[config.mk]
export PLATFORM = sky130hd
export DESIGN_NAME = otter_fetch_stage
export DESIGN_NICKNAME = d
export VERILOG_FILES = /design/src/rtl/otter_fetch_stage.sv
export SDC_FILE = /design/constraint.sdc
export NUM_CORES = 1
export LEC_CHECK = 0
export CORE_MARGIN = 2
export CORE_UTILIZATION = 50
export CTS_CLUSTER_DIAMETER = 120
export DETAILED_ROUTE_END_ITERATION = 8
export PLACE_DENSITY_LB_ADDON = 0.3
export SLEW_MARGIN = 30
export SYNTH_ARGS = -nofsm -noshare
export SYNTH_HDL_FRONTEND = slang
export SYNTH_SLANG_ARGS = --single-unit
[constraint.sdc]
create_clock -name CLK -period 21.7 [get_ports CLK]
set_input_delay 4.34 -clock CLK [delete_from_list [all_inputs] [get_ports CLK]]
set_output_delay 4.34 -clock CLK [all_outputs]
set_load 0.02 [all_outputs]
[src/rtl/otter_fetch_stage.sv]
// OTTER instruction fetch: credit-limited in-order imem requests, a tag queue that marks
// wrong-path responses for squashing, and a small output FIFO that feeds decode.
module otter_fetch_stage #(
    parameter int              XLEN      = 32,
    parameter logic [XLEN-1:0] RESET_VEC = '0,
    parameter int              DEPTH     = 2
) (
    input  logic            CLK,
    input  logic            RST,
    output logic            imem_req_valid,
    input  logic            imem_req_ready,
    output logic [XLEN-1:0] imem_addr,
    input  logic            imem_rsp_valid,
    input  logic [XLEN-1:0] imem_rsp_data,
    input  logic            redirect_valid,
    input  logic [XLEN-1:0] redirect_pc,
    input  logic            id_ready,
    output logic            if_valid,
    output logic [XLEN-1:0] if_pc,
    output logic [XLEN-1:0] if_instr,
    output logic [XLEN-1:0] if_pc_plus4
);
    localparam int PW = (DEPTH > 1) ? $clog2(DEPTH) : 1;
    localparam int CW = PW + 1;

    logic [XLEN-1:0]            fetch_pc_q, fetch_pc_d;
    logic [DEPTH-1:0][XLEN-1:0] tag_pc_q, tag_pc_d;
    logic [DEPTH-1:0]           tag_live_q, tag_live_d;
    logic [PW-1:0]              tag_wr_q, tag_wr_d, tag_rd_q, tag_rd_d;
    logic [CW-1:0]              tag_cnt_q, tag_cnt_d;
    logic [DEPTH-1:0][XLEN-1:0] buf_pc_q, buf_pc_d, buf_instr_q, buf_instr_d;
    logic [PW-1:0]              buf_wr_q, buf_wr_d, buf_rd_q, buf_rd_d;
    logic [CW-1:0]              buf_cnt_q, buf_cnt_d;

    logic        req_fire, rsp_pop, rsp_keep, id_pop;
    logic [CW:0] credit_used;

    always_comb begin
        if_valid       = (buf_cnt_q != '0);
        id_pop         = if_valid && id_ready;
        // a decode pop frees its slot in time for a request in the same cycle
        credit_used    = (CW+1)'(tag_cnt_q) + (CW+1)'(buf_cnt_q) - (CW+1)'(id_pop);
        imem_req_valid = !RST && !redirect_valid && (credit_used < (CW+1)'(DEPTH));
        imem_addr      = fetch_pc_q;
        req_fire       = imem_req_valid && imem_req_ready;
        rsp_pop        = imem_rsp_valid && (tag_cnt_q != '0);
        rsp_keep       = rsp_pop && tag_live_q[tag_rd_q] && !redirect_valid;
        if_pc          = '0;
        if_instr       = '0;
        if_pc_plus4    = '0;
        if (if_valid) begin
            if_pc       = buf_pc_q[buf_rd_q];
            if_instr    = buf_instr_q[buf_rd_q];
            if_pc_plus4 = buf_pc_q[buf_rd_q] + XLEN'(4);
        end
    end

    always_comb begin
        fetch_pc_d  = fetch_pc_q;
        tag_pc_d    = tag_pc_q;
        tag_live_d  = tag_live_q;
        tag_wr_d    = tag_wr_q;
        tag_rd_d    = tag_rd_q;
        buf_pc_d    = buf_pc_q;
        buf_instr_d = buf_instr_q;
        buf_wr_d    = buf_wr_q;
        buf_rd_d    = buf_rd_q;
        buf_cnt_d   = buf_cnt_q;

        if (redirect_valid) fetch_pc_d = redirect_pc & ~XLEN'(3);
        else if (req_fire)  fetch_pc_d = fetch_pc_q + XLEN'(4);

        if (req_fire) begin
            tag_pc_d[tag_wr_q]   = fetch_pc_q;
            tag_live_d[tag_wr_q] = 1'b1;
            tag_wr_d             = tag_wr_q + PW'(1);
        end
        if (rsp_pop) tag_rd_d = tag_rd_q + PW'(1);
        tag_cnt_d = tag_cnt_q + CW'(req_fire) - CW'(rsp_pop);
        // outstanding tags stay queued so their responses are still consumed, just not kept
        if (redirect_valid) tag_live_d = '0;

        if (redirect_valid) begin
            buf_rd_d  = buf_wr_q;
            buf_cnt_d = '0;
        end else begin
            if (rsp_keep) begin
                buf_pc_d[buf_wr_q]    = tag_pc_q[tag_rd_q];
                buf_instr_d[buf_wr_q] = imem_rsp_data;
                buf_wr_d              = buf_wr_q + PW'(1);
            end
            if (id_pop) buf_rd_d = buf_rd_q + PW'(1);
            buf_cnt_d = buf_cnt_q + CW'(rsp_keep) - CW'(id_pop);
        end
    end

    always_ff @(posedge CLK or posedge RST) begin
        if (RST) begin
            fetch_pc_q  <= RESET_VEC;
            tag_pc_q    <= '0;
            tag_live_q  <= '0;
            tag_wr_q    <= '0;
            tag_rd_q    <= '0;
            tag_cnt_q   <= '0;
            buf_pc_q    <= '0;
            buf_instr_q <= '0;
            buf_wr_q    <= '0;
            buf_rd_q    <= '0;
            buf_cnt_q   <= '0;
        end else begin
            fetch_pc_q  <= fetch_pc_d;
            tag_pc_q    <= tag_pc_d;
            tag_live_q  <= tag_live_d;
            tag_wr_q    <= tag_wr_d;
            tag_rd_q    <= tag_rd_d;
            tag_cnt_q   <= tag_cnt_d;
            buf_pc_q    <= buf_pc_d;
            buf_instr_q <= buf_instr_d;
            buf_wr_q    <= buf_wr_d;
            buf_rd_q    <= buf_rd_d;
            buf_cnt_q   <= buf_cnt_d;
        end
    end

`ifndef SYNTHESIS
    always_ff @(posedge CLK) begin
        if (!RST && imem_rsp_valid)
            assert (tag_cnt_q != '0) else $error("imem response with no request outstanding");
    end
`endif
endmodule

==> results.ini <==
[routing]
routed_wl_um=26700
drc_errors=0
ant_nets=0
avgViaCountPerCell=5.74
vias=8691
first_pass_iters=4
wl_per_cell_um=17.6
drt_first_iter_violations=592

[floorplan]
io_pins=200
rows=54
die_y_um=154
initial_core_util_pct=51.4
core_area_um2=22000
die_w_um=154
design.die.area_um2=23800

[power_and_ir_drop]
finalPower_mw=1.56
ir_drop_v=0.000107
cellPowerDensity_nw_per_um2=109
p_leak_nw=6.12

[global_routing]
grt_pass1_wl_um=44000
antenna_found_initial=0
grt_pass1_vias=8410
track_usage_pct=22.5
grt_max_degree=147
grt_overflow_total=0

[sta]
hold_violations=0
setup_slack_ps=10440
grt_setup_unrepaired=no
worst_pin_slew_ps=984
fmax_mhz=88.8
maxSlewHeadroom_pct=34.4
finalSetupViolCount=0
clock_skew_ps=8.63
fin_crit_ps=11260
min_period_over_period_pct=51.9
tns_ps=0
whs_ps=483
slew_viol_final=0

[layout]
instances_no_fill=1514
drive_above_1_share_pct=16.1
insertedDiodeCount=0
syn2layout_area_growth_pct=26.3
fin_nets=1294

[clocking]
h-tree-depth=1
numClockSinks=224
tritoncts=yes
numCtsBuffers=24
clkLatencyLatePin_ps=510
cts_repair_resize_count=0
cts_hold_buf=0
clockBufferDepth=3
path_clk_slew_ps=60
post_cts_buffers=0
cts_root_buf=clkbuf_16

[synth]
netlist_instances=1059
synth-simple-area-share_pct=14.5
synth_top_area_share_pct=49.7
synth_cell_type_count=66
synth_xor_area_share_pct=1.63
synth_area_leader_cell=dfrtp_1
synth_top_family_by_area=multiplexers
synthTopCellsByArea=dfrtp_1 (50%), mux2_2 (13%), mux2i_1 (7.5%)
synth-seq-cells=224
avgSynthCellArea_um2=10.7
synthAdderAreaFrac_pct=0.954
synth_compound_area_share_pct=8.91
synthMuxAreaShare_pct=20.8
syn_area_um2=11300
ys.flop_type=dfrtp_1
async_flop_share_pct=100
ys_warn_count=0
yosysSeqAreaShare_pct=49.7
synth_edf_count=0

[place]
place_inst=1470
portBuffers=191
dpl_worst_slack_ps=10450
gp_congestion=0.808
hpwlAfterDp_um=17800

[setup_path]
critPathMaxStageDelay_ps=630
crit_required_ps=17360
path_cells=clkdlybuf4s50_1, nor2b_1, ha_1, nand2b_1, fa_1, xnor2_1, nor3_1, clkdlybuf4s50_1
cp_common_cell=clkdlybuf4s50_1
cp_max_fo=3
slowest_stage=clkdlybuf4s50_1
setup.worst_path.end_class=primary output
path_class=in2out
cp_data_arrival_time_ps=6920
cp-start-kind=input port

[flow_run]
max_cap_viol_count=0

[status]
status=complete, no violations

[hold_path]
hold_path_class=reg2reg

-- final timing paths --
check,cells past startpoint,from,slack [ps],endpoint
min in group asynchronous,2,RST,4300,imem_addr[2]
hold / removal,2,tag_pc_q[58],480,tag_pc_q[58]
max in group asynchronous,3,RST,16180,buf_rd_q
setup reg to reg,11,buf_cnt_q[0],17200,tag_pc_q[11]
setup / recovery,8,id_ready,10440,imem_req_valid
hold reg to reg,2,tag_pc_q[58],480,tag_pc_q[58]
-- critical path, delay by kind of cell --
kind / cells / cell delay, ps
xor+xnor: 1 / 180
fa+ha+maj: 2 / 660
buf+inv: 2 / 1100
simple gates: 3 / 630
-- placed cells by master, fill, tap and decap left out, types with 6 or more instances in the layout --
cell and count:
dfrtp_1 222, clkdlybuf4s50_1 191, nor2_1 149, mux2_2 132, mux2i_1 84, a21oi_1 69, nand2_1 62, nand3_1 31
o21ai_0 27, clkbuf_16 25, xnor2_1 14, nor2b_1 14, nand4_1 13, o211ai_1 13, nor3_1 11, o311ai_0 11
inv_1 10, and2_1 8, buf_4 8, or3_1 7, a31oi_1 7, xor2_1 7, ha_1 7, conb_1 6
-- logic make-up after synthesis --
kind of cell             count (synthesis)
adder cells (fa/ha/maj)                  8
multiplexers                           218
AO/OA/AOI/OAI                          160
XOR/XNOR                                21
AND/OR/NAND/NOR                        340
other                                    1
buffers and inverters                   87
flip-flops                             224
-- routing by layer --
metal  track usage, %  vias to the layer above  wire, µm
li1                 -                     4081         -
met1             34.3                     4300     12800
met2             34.7                      289     12000
met3             2.97                       21      1570
met4             4.54                        0       297
met5                0                        -         0
-- layout make-up --
class                      count  area [µm²]
multi-input combinational    753        5330
clock inverter                12         191
tap                          280         350
fill                        1777        7710
sequential                   224        5610
timing repair buffer         202        2010
clock buffer                  32         702
inverter                      11        53.8
-- stage by stage --
stage / area [µm²] / util, %
final: 14200 / 64.9
after global routing: 14200 / 64.9
after CTS: 14200 / 64.9
after detailed placement: 13300 / 60.8
after global placement: 13300 / 60.7
after floorplan: 11300 / -
-- Yosys cell counts, types with 4 or more instances --
cell      count
o211ai_1     13
mux2_2      132
nor2_1      153
a21oi_1      69
nor2b_1      14
nand3_1      31
nand4_1      13
o31ai_1       5
mux2i_1      84
nor4_1        5
nand2_1      62
dfrtp_1     224
and4_1        5
o21ai_0      27
a221o_1       4
clkbuf_1     39
nand3b_1      4
inv_1        11
a31oi_1       7
nor3_1       11
ha_1          7
o311ai_0     11
or3_1         7
buf_4         7
xor2_1        7
buf_1         9
and2_1        8
xnor2_1      14
buf_2        19
-- flip-flops by register name, indices dropped and copies added (netlist names) --
name	flops
buf_instr_q	64
buf_pc_q	60
tag_pc_q	60
imem_addr	30
buf_cnt_q	2
tag_cnt_q	2
tag_live_q	2
buf_rd_q	1
buf_wr_q	1
tag_rd_q	1
tag_wr_q	1
-- where the power goes --
group          total, mW  internal [mW]  switching, mW
logic              0.477          0.228          0.249
clock network      0.452          0.287          0.166
registers          0.629          0.520          0.109
total               1.56           1.03          0.524
Note: power is estimated with default switching activity, not from simulation.
